<file path="config.mk">
export PLATFORM = sky130hd
export DESIGN_NAME = led_pattern_pwm
export DESIGN_NICKNAME = d
export VERILOG_FILES = /design/src/rtl/led_pattern_pwm.sv
export SDC_FILE = /design/constraint.sdc
export NUM_CORES = 1
export LEC_CHECK = 0
export CAP_MARGIN = 20
export CORE_MARGIN = 2
export CORE_UTILIZATION = 45
export DETAILED_ROUTE_END_ITERATION = 8
export GPL_TIMING_DRIVEN = 0
export PLACE_DENSITY_LB_ADDON = 0.15
export RECOVER_POWER = 50
export SYNTH_ARGS = -nofsm -noshare
export SYNTH_HDL_FRONTEND = slang
export SYNTH_SLANG_ARGS = --single-unit
export TNS_END_PERCENT = 20
</file>
<file path="constraint.sdc">
create_clock -name clk -period 3.6 [get_ports clk]
set_input_delay 0.72 -clock clk [delete_from_list [all_inputs] [get_ports clk]]
set_output_delay 0.72 -clock clk [all_outputs]
set_load 0.02 [all_outputs]
</file>
<file path="src/rtl/led_pattern_pwm.sv">
// LED pattern generator: prescaled step events drive one of four patterns
// (count / walk / bounce / all-on), gated by a free-running PWM brightness compare.
module led_pattern_pwm #(
    parameter int CLK_FREQ_HZ = 12000000,
    parameter int STEP_HZ     = 2,
    parameter int NUM_LEDS    = 8,
    parameter int PWM_BITS    = 3,
    parameter int ACTIVE_LOW  = 1
) (
    input  logic                clk,
    input  logic                rst,
    input  logic [1:0]          mode,
    input  logic [PWM_BITS-1:0] duty,
    input  logic                hold,
    output logic [NUM_LEDS-1:0] led,
    output logic                step
);

    localparam int DIV = CLK_FREQ_HZ / STEP_HZ;
    localparam int PW  = (DIV > 1) ? $clog2(DIV) : 1;
    localparam logic [PW-1:0]       PRESC_MAX = PW'(DIV - 1);
    localparam logic [NUM_LEDS-1:0] LED_OFF   = (ACTIVE_LOW != 0) ? '1 : '0;

    typedef enum logic [1:0] {
        MODE_COUNT  = 2'd0,
        MODE_WALK   = 2'd1,
        MODE_BOUNCE = 2'd2,
        MODE_ALL    = 2'd3
    } mode_e;

    typedef enum logic {
        DIR_UP   = 1'b0,
        DIR_DOWN = 1'b1
    } dir_e;

    logic [PW-1:0]       presc_q, presc_d;
    logic [PWM_BITS-1:0] pwm_q, pwm_d;
    logic [NUM_LEDS-1:0] pattern_q, pattern_d;
    logic [NUM_LEDS-1:0] led_q, led_d;
    mode_e               mode_q, mode_d;
    dir_e                dir_q, dir_d;
    logic                step_q, step_d;

    logic                mode_chg;
    logic                step_evt;
    logic                pwm_en;
    logic [NUM_LEDS-1:0] lit;

    // NOTE: every signal written here gets a default first, so no path leaves one unassigned (no latches).
    always_comb begin
        mode_d    = mode_e'(mode);
        presc_d   = presc_q;
        pattern_d = pattern_q;
        dir_d     = dir_q;
        pwm_d     = pwm_q + PWM_BITS'(1);

        mode_chg = (mode_d != mode_q);
        step_evt = !mode_chg && !hold && (presc_q == PRESC_MAX);
        step_d   = step_evt;

        if (mode_chg) begin
            // A mode switch restarts the pattern and beats any step due on this edge.
            presc_d = '0;
            dir_d   = DIR_UP;
            unique case (mode_d)
                MODE_COUNT:  pattern_d = '0;
                MODE_WALK,
                MODE_BOUNCE: pattern_d = NUM_LEDS'(1);
                MODE_ALL:    pattern_d = '1;
            endcase
        end else if (!hold) begin
            presc_d = step_evt ? '0 : presc_q + PW'(1);
            if (step_evt) begin
                unique case (mode_q)
                    MODE_COUNT: pattern_d = pattern_q + NUM_LEDS'(1);
                    MODE_WALK:  pattern_d = {pattern_q[NUM_LEDS-2:0], pattern_q[NUM_LEDS-1]};
                    MODE_BOUNCE: begin
                        if (dir_q == DIR_UP) begin
                            if (pattern_q[NUM_LEDS-1]) begin
                                pattern_d = pattern_q >> 1;
                                dir_d     = DIR_DOWN;
                            end else begin
                                pattern_d = pattern_q << 1;
                            end
                        end else begin
                            if (pattern_q[0]) begin
                                pattern_d = pattern_q << 1;
                                dir_d     = DIR_UP;
                            end else begin
                                pattern_d = pattern_q >> 1;
                            end
                        end
                    end
                    MODE_ALL:   pattern_d = '1;
                endcase
            end
        end

        pwm_en = (&duty) || (pwm_q < duty);
        lit    = pattern_q & {NUM_LEDS{pwm_en}};
        led_d  = (ACTIVE_LOW != 0) ? ~lit : lit;
    end

    // NOTE: state registers use non-blocking assignments so every flop samples pre-edge values.
    always_ff @(posedge clk or posedge rst) begin
        if (rst) begin
            presc_q   <= '0;
            pwm_q     <= '0;
            pattern_q <= '0;
            mode_q    <= MODE_COUNT;
            dir_q     <= DIR_UP;
            step_q    <= 1'b0;
            led_q     <= LED_OFF;
        end else begin
            presc_q   <= presc_d;
            pwm_q     <= pwm_d;
            pattern_q <= pattern_d;
            mode_q    <= mode_d;
            dir_q     <= dir_d;
            step_q    <= step_d;
            led_q     <= led_d;
        end
    end

    assign led  = led_q;
    assign step = step_q;

endmodule

</file>
; ---- Word level (Yosys, flattened, before mapping)
; Index checks and enable logic that the tools add are counted.
[word_totals]
elab_cells = 53
input_bits = 8
ff_bits = 46
output_inout_bits = 9
[classes]
bitwise_logic = 2
muxes = 18
eq_ne = 9
magnitude_cmp = 1
reduce_logical = 13
add_sub_neg = 3
[op_table]
columns = op, n
row1 = two-way mux 23 bit, 3
row2 = two-way mux 8 bit, 6
row3 = case mux 8 bit (4 select lines), 1
row4 = case mux 8 bit (3 select lines), 1
row5 = adder 23 x 1 -> 23 bit (second input constant), 1
row6 = == test 23 bit (second input constant), 1
row7 = adder 8 x 1 -> 8 bit (second input constant), 1
row8 = bitwise AND 8 bit, 1
row9 = == test 2 bit (second input constant), 4
row10 = inverter 8 bit, 1
row11 = two-way mux 1 bit, 7
row12 = AND reduction 3 bit, 2
row13 = == test 2 x 1 -> 1 bit (second input constant), 2
row14 = zero test 2 bit, 2
row15 = nonzero test 2 bit, 2
row16 = adder 3 x 1 -> 3 bit (second input constant), 1
row17 = < comparator 3 bit, 1
row18 = logical AND 1 bit, 2
row19 = zero test 1 bit, 2
row20 = inequality test 2 x 1 -> 1 bit (second input constant), 1
row21 = inequality test 2 bit, 1
row22 = AND reduction 2 bit, 1
row23 = OR reduction 2 bit, 1
row24 = logical OR 1 bit, 1

; ---- Depth between registers and ports, before layout
; Gate-level depths: netlist of run 1.
[logic_depth]
ltp_word = 7
depth_mapped = 8
depth_no_buf = 7

; ---- Least setup slack after synthesis of run 1
; OpenSTA, ideal clock, no wires.
[synth_path]
path_kind = input to register
from = input hold
to = register pattern_q[7]
arrival_time_ns = 2.013
path_slack_ns = 1.468
stages = 6
required_ns = 3.480
path_cell_list = clkbuf_1 > nor4_2 > and3_4 > buf_6 > o2111ai_1 > and3_1
[synth_between]
elab_chain_len = 5
[synth_lines]
columns = item, line_no
row1 = from (decl), 14  ; input logic hold,
row2 = zero test 1 bit, n/a
row3 = logical AND 1 bit (2 in a row), 58  ; step_evt = !mode_chg && !hold && (presc_q == PRESC_MAX);
row4 = nonzero test 2 bit (no source line), n/a
row5 = AND reduction 2 bit (no source line) (*), n/a
row6 = to (signal assigned), 117  ; pattern_q <= pattern_d;
row7 = to (decl), 38  ; logic [NUM_LEDS-1:0] pattern_q, pattern_d;
; Every way passes the cells marked *; elsewhere a longest branch is shown, timed or not.
; A chain may end at the register's enable or synchronous reset.

; ---- Worst setup path after layout of run 1
[layout_path]
from = input mode[0]
to = register presc_q[17]
[layout_between]
elab_chain_len = 7
[layout_lines]
columns = item, line_no
row1 = from (decl), 12  ; input logic [1:0] mode,
row2 = inequality test 2 bit (*), 57  ; mode_chg = (mode_d != mode_q);
row3 = zero test 1 bit, 58
row4 = logical AND 1 bit (2 in a row), 58
row5 = two-way mux 23 bit, 72  ; presc_d = step_evt ? '0 : presc_q + PW'(1);
row6 = two-way mux 23 bit, 71  ; end else if (!hold) begin
row7 = two-way mux 23 bit, 61  ; if (mode_chg) begin
row8 = to (signal assigned), 115  ; presc_q <= presc_d;
row9 = to (decl), 36  ; logic [PW-1:0] presc_q, presc_d;
; Every way passes the cells marked *; elsewhere a longest branch is shown, timed or not. The select of a mux whose other input is x is not followed.

==> impl_metrics.env, run 1 <==
export IMPL_status="finished clean"
export IMPL_drt_iter0_markers=241
export IMPL_fp_dieW_um=79.13
export IMPL_cp_end_kind="register"
export IMPL_cts_sinks=46
export IMPL_fin_crit_sh=0.7018
export IMPL_cts_root_buf="clkbuf_8"
export IMPL_maxCapViolations=0
export IMPL_critPathKind="input pin to register"
export IMPL_wl_per_cell_um=14.63
export IMPL_dieArea_sq_um=6262
export IMPL_drc=0
export IMPL_fin_tns_setup_ps=0
export IMPL_core_sq_um=5473
export IMPL_drive_gt1_frac=0.09215
export IMPL_vias=2017
export IMPL_htree_levels=2
export IMPL_io_buffers=15
export IMPL_async_flop_share=1.000
export IMPL_grtUsageTotal=0.1904
export IMPL_rows=27
export IMPL_cp_arrival_ps=2730
export IMPL_antenna_found_initial=0
export IMPL_hold_violations=0
export IMPL_dr_pass1_iters=4
export IMPL_synth_fp_nets=283
export IMPL_post_cts_resized=0
export IMPL_ys_ff_latch=46
export IMPL_cp_max_fo=8
export IMPL_fin_nets=306
export IMPL_ctsHoldBuffers=0
export IMPL_clk_pin_slew_worst_paths_ps=80
export IMPL_start_kind="input pin"
export IMPL_first_global_vias=1937
export IMPL_n_antenna_cell=0
export IMPL_die_y_um=79.13
export IMPL_routed_wl_um=5341
export IMPL_hp_class="register to register"
export IMPL_num_io_pins=17
export IMPL_postRouteAntennaNets=0
export IMPL_fmax_mhz=395.8
export IMPL_finalSetupViolCount=0
export IMPL_rrSetupSlack_ps=1420
export IMPL_rsz0062_at_grt="false"
export IMPL_synth_edff_count=0
export IMPL_synth_flop_cell="dfrtp_1"
export IMPL_clock_path_buffers=2
export IMPL_avgSynthCellArea_sq_um=9.442
export IMPL_power_density_nw_per_um2=386.3
export IMPL_gp_congestion=0.8722
export IMPL_utilization=0.5281
export IMPL_p_leak_nw=1.204
export IMPL_syn_instance_count=269
export IMPL_ys_types=52
export IMPL_maxSlewViolCount=0
export IMPL_fin_worst_skew_ps=11.07
export IMPL_layout_commonest_cell="dfrtp_1"
export IMPL_synthToLayoutAreaGrowth_pct=13.79
export IMPL_clk_latency_ps=310
export IMPL_routed_via_density=5.526
export IMPL_initial_core_util=0.4641
export IMPL_grt_pass1_wl_um=9363
export IMPL_syn_cell_area_sq_um=2540
export IMPL_cts_tree="built"
export IMPL_global_route_overflow_total=0
export IMPL_numCtsBuffers=5
export IMPL_layout_min_cycle_time_ps=2526
export IMPL_tightest_slew_ps=833.3
export IMPL_postCtsSetupRepairBufs=0
export IMPL_irDropWorstVdd_v=0.0001820
export IMPL_dpl_hpwl_um=3729
export IMPL_critPathRequiredTime_ps=3800
export IMPL_grt_max_degree=27
export IMPL_final_cell_mix="dfrtp_1, nor2_1, nand2_1"
export IMPL_seq_area_frac_synth=0.4571
export IMPL_slew_headroom=0.4438
export IMPL_yosys_warnings=0
==> state kept, by name, summed over array words and instances (netlist names) <==
name       flops
dir_q          1
led            8
mode_q         2
pattern_q      8
presc_q       23
pwm_q          3
step           1
==> cell usage after synthesis, types with 2 or more instances <==
cell | instances | area (sq um)
dfrtp_1 | 38 | 950.9
nor2_1 | 32 | 120.1
nand2_1 | 28 | 105.1
nand3_1 | 19 | 95.09
xor2_1 | 19 | 166.4
clkbuf_1 | 10 | 37.54
inv_1 | 9 | 33.78
nand4_1 | 9 | 56.30
xnor2_1 | 9 | 78.83
dfstp_2 | 8 | 210.2
o21ai_0 | 7 | 35.03
a31oi_1 | 6 | 37.54
ha_1 | 6 | 75.07
a21oi_1 | 5 | 25.02
and3_1 | 4 | 25.02
nor3_1 | 4 | 20.02
o221ai_1 | 4 | 35.03
or3_1 | 4 | 25.02
mux2i_1 | 3 | 30.03
nand2b_1 | 3 | 18.77
nor2b_1 | 3 | 18.77
a2bb2oi_1 | 2 | 17.52
a41o_1 | 2 | 20.02
buf_2 | 2 | 10.01
o2111ai_1 | 2 | 17.52
o211a_1 | 2 | 20.02
o21a_1 | 2 | 15.01
o22ai_1 | 2 | 12.51
o31ai_1 | 2 | 15.01
==> worst max-delay path, stage by stage <==
cell and delay, ps:
dlygate4sd3_1 650, xnor2_1 220, a311oi_2 700, nand4_1 200, xor2_1 180, nor2_1 50
==> cell families after synthesis <==
family                     after synthesis  synth area share
AOI/OAI and AO/OA                       46            0.1335
xor gates and xnor gates                28           0.09655
adders and majority gates                6           0.02956
buffers and inverters                   23           0.03941
DFF                                     46            0.4571
muxes                                    4           0.01626
and+or+nand+nor                        116            0.2276
==> metal layers <==
layer | GRT usage | vias to the layer above | part of all wire
met4 | 0.06379 | 0 | 0.018
li1 | - | 998 | -
met5 | 0 | - | 0
met3 | 0.04091 | 10 | 0.047
met2 | 0.2958 | 58 | 0.44
met1 | 0.2644 | 951 | 0.49
==> area by class of cell <==
cell class / count / area, sq um
well taps: 72 / 90.09
repair buffers: 16 / 170.2
flip-flops and latches: 46 / 1161
fillers: 527 / 2582
plain buffers: 14 / 66.31
clock inverters: 3 / 21.27
clock buffers: 5 / 68.82
multi-input cells: 200 / 1279
inverters: 9 / 33.78
==> stage by stage <==
stage / std cells / total power [mW] / hold slack, ps / setup slack (ps) / cell area, sq um
2_1_floorplan: 269 / 0.7270 / 411.9 / 1468 / 2540
3_3_place_gp: 356 / 0.7981 / 429.0 / 870.3 / 2780
3_5_place_dp: 357 / 0.8027 / 437.5 / 837.6 / 2800
4_1_cts: 365 / 1.128 / 450.4 / 1145 / 2890
5_1_grt: 365 / 1.176 / 491.7 / 901.6 / 2890
6_report: 365 / 1.117 / 452.2 / 1074 / 2890
==> final timing paths <==
path	start	to	cells after the start
setup / recovery	mode[0]	presc_q[17]$_DFFE_PP0P_	6
hold / removal	pwm_q[0]$_DFF_PP0_	pwm_q[0]$_DFF_PP0_	1
setup reg to reg	presc_q[0]$_DFFE_PP0P_	pattern_q[7]$_DFFE_PP0P_	7
hold reg to reg	pwm_q[0]$_DFF_PP0_	pwm_q[0]$_DFF_PP0_	1
max in group asynchronous	rst	pattern_q[4]$_DFFE_PP0P_	3
min in group asynchronous	rst	mode_q[0]$_DFF_PP0_	2
==> power by group <==
group | switching, mW | internal (mW)
registers | 0.0170 | 0.554
clock network | 0.188 | 0.137
logic | 0.133 | 0.0881
No activity file was read; power rests on OpenSTA's default activity.
==> run 2, diff against run 1 <==
clock period = 2.5 ns   (was 3.6 ns; I/O delays follow)
==> impl_metrics.env, run 2 (same netlist as run 1, synthesis figures left out) <==
export IMPL_grt_pass1_wl_um=9363
export IMPL_holdPathEnd="pwm_q[0]$_DFF_PP0_"
export IMPL_rsz0062_at_grt="false"
export IMPL_drc=0
export IMPL_vias=2025
export IMPL_seq_area_sq_um=1161
export IMPL_maxSlewViolCount=0
export IMPL_fp_dieW_um=79.13
export IMPL_clkPwrFrac=0.292
export IMPL_p_int_mw=1.120
export IMPL_drive_gt1_frac=0.09215
export IMPL_p_switching_uw=486.4
export IMPL_htree_levels=2
export IMPL_layout_min_cycle_time_ps=2251
export IMPL_start_kind="input pin"
export IMPL_clock_path_buffers=2
export IMPL_seq_power_share=0.513
export IMPL_antenna_found_initial=0
export IMPL_r2r_start="presc_q[0]$_DFFE_PP0P_"
export IMPL_cp_max_fo=8
export IMPL_first_global_vias=1937
export IMPL_final_cell_mix="dfrtp_1, nor2_1, nand2_1"
export IMPL_num_io_pins=17
export IMPL_fin_crit_sh=0.9003
export IMPL_ctsHoldBuffers=0
export IMPL_p_leak_nw=1.198
export IMPL_synthToLayoutAreaGrowth_pct=13.20
export IMPL_p_comb_frac=0.195
export IMPL_fin_worst_skew_ps=11.71
export IMPL_cp_end_kind="register"
export IMPL_postCtsSetupRepairBufs=0
export IMPL_slew_headroom=0.4861
export IMPL_die_y_um=79.13
export IMPL_fin_nets=306
export IMPL_swShare=0.3028
export IMPL_largest_reg_flops=23
export IMPL_top_register="presc_q"
export IMPL_clk_pin_slew_worst_paths_ps=80
export IMPL_critPathRequiredTime_ps=2700
export IMPL_numCtsBuffers=5
export IMPL_final_cell_area_sq_um=2875
export IMPL_io_buffers=15
export IMPL_postRouteAntennaNets=0
export IMPL_hp_class="register to register"
export IMPL_cts_root_buf="clkbuf_8"
export IMPL_hold_violations=0
export IMPL_finalSetupViolCount=0
export IMPL_post_cts_resized=0
export IMPL_rows=27
export IMPL_cts_tree="built"
export IMPL_dr_pass1_iters=4
export IMPL_place_area_sq_um=2800
export IMPL_rrSetupSlack_ps=320
export IMPL_n_antenna_cell=0
export IMPL_cts_sinks=46
export IMPL_tightest_slew_ps=770.1
export IMPL_grt_max_degree=27
export IMPL_fin_tns_setup_ps=0
export IMPL_reg2reg_depth=7
export IMPL_routed_via_density=5.548
export IMPL_dieArea_sq_um=6262
export IMPL_clk_latency_ps=320
export IMPL_fillers=528
export IMPL_gp_congestion=0.8722
export IMPL_routed_wl_um=5349
export IMPL_grtUsageTotal=0.1904
export IMPL_multiInputGateArea_sq_um=1279
export IMPL_initial_core_util=0.4641
export IMPL_drt_iter0_markers=233
export IMPL_maxCapViolations=0
export IMPL_rr_endpoint="pattern_q[7]$_DFFE_PP0P_"
export IMPL_fmax_mhz=444.3
export IMPL_layout_commonest_cell="dfrtp_1"
export IMPL_core_sq_um=5473
export IMPL_global_route_overflow_total=0
export IMPL_irDropWorstVdd_v=0.0002609
export IMPL_dpl_hpwl_um=3729
export IMPL_wl_per_cell_um=14.65
export IMPL_critPathKind="input pin to register"
export IMPL_cp_arrival_ps=2450
export IMPL_hold_start="pwm_q[0]$_DFF_PP0_"
export IMPL_whs_path_depth=1
export IMPL_status="finished clean"
export IMPL_power_density_nw_per_um2=558.6
export IMPL_p_total_mw=1.606
run 2: critical path: stages:
cell,delay (ps)
clkdlybuf4s50_1,630
xnor2_1,180
a311oi_2,700
nand4_1,200
xor2_1,180
nor2_1,50
run 2: metrics by stage:
stage | hold WS [ps] | util | setup WS [ps] | cells
6_report | 452.1 | 0.5254 | 249.2 | 365
5_1_grt | 491.7 | 0.5254 | 94.96 | 365
4_1_cts | 450.4 | 0.5281 | 265.5 | 365
3_5_place_dp | 437.5 | 0.5117 | -42.44 | 357
3_3_place_gp | 429.0 | 0.5080 | -9.689 | 356
2_1_floorplan | 411.9 | - | 587.8 | 269
run 2: per-layer routing:
metal	global-route usage	part of all wire	vias to the layer above
li1	-	-	1002
met1	0.2644	0.49	969
met2	0.2958	0.45	44
met3	0.04091	0.047	10
met4	0.06379	0.017	0
met5	0	0	-
run 2: area by class of cell:
class	count	share of cell area
Tap cell	72	0.03133
Buffer	14	0.02306
Timing Repair Buffer	16	0.05396
Sequential cell	46	0.4038
Inverter	9	0.01175
Clock inverter	3	0.007398
Multi-Input combinational cell	200	0.4447
Clock buffer	5	0.02393
run 2: power groups by stage:
stage | logic, mW | registers (mW) | clock network [mW]
after floorplan | 0.189 | 0.858 | 0
after global placement | 0.313 | 0.837 | 0
after detailed placement | 0.319 | 0.837 | 0
after CTS | 0.320 | 0.823 | 0.481
after global routing | 0.351 | 0.826 | 0.513
final | 0.314 | 0.823 | 0.469
run 2: worst max path at each step:
stage	from	endpoint	slack, ps	depth (start not counted)
after CTS	mode[0]	presc_q[17]$_DFFE_PP0P_	270	6
final	mode[0]	presc_q[17]$_DFFE_PP0P_	250	6
after global placement	rst	pwm_q[0]$_DFF_PP0_	-10	2
after global routing	mode[0]	presc_q[17]$_DFFE_PP0P_	90	6
after detailed placement	mode[0]	presc_q[17]$_DFFE_PP0P_	-40	6
after floorplan	hold	pattern_q[7]$_DFFE_PP0P_	590	6
==> run 3, diff against run 2 <==
CAP_MARGIN = 15   (was 20)
==> results of run 3 <==
No change in the layout: final DEF, timing and power equal those of run 2.
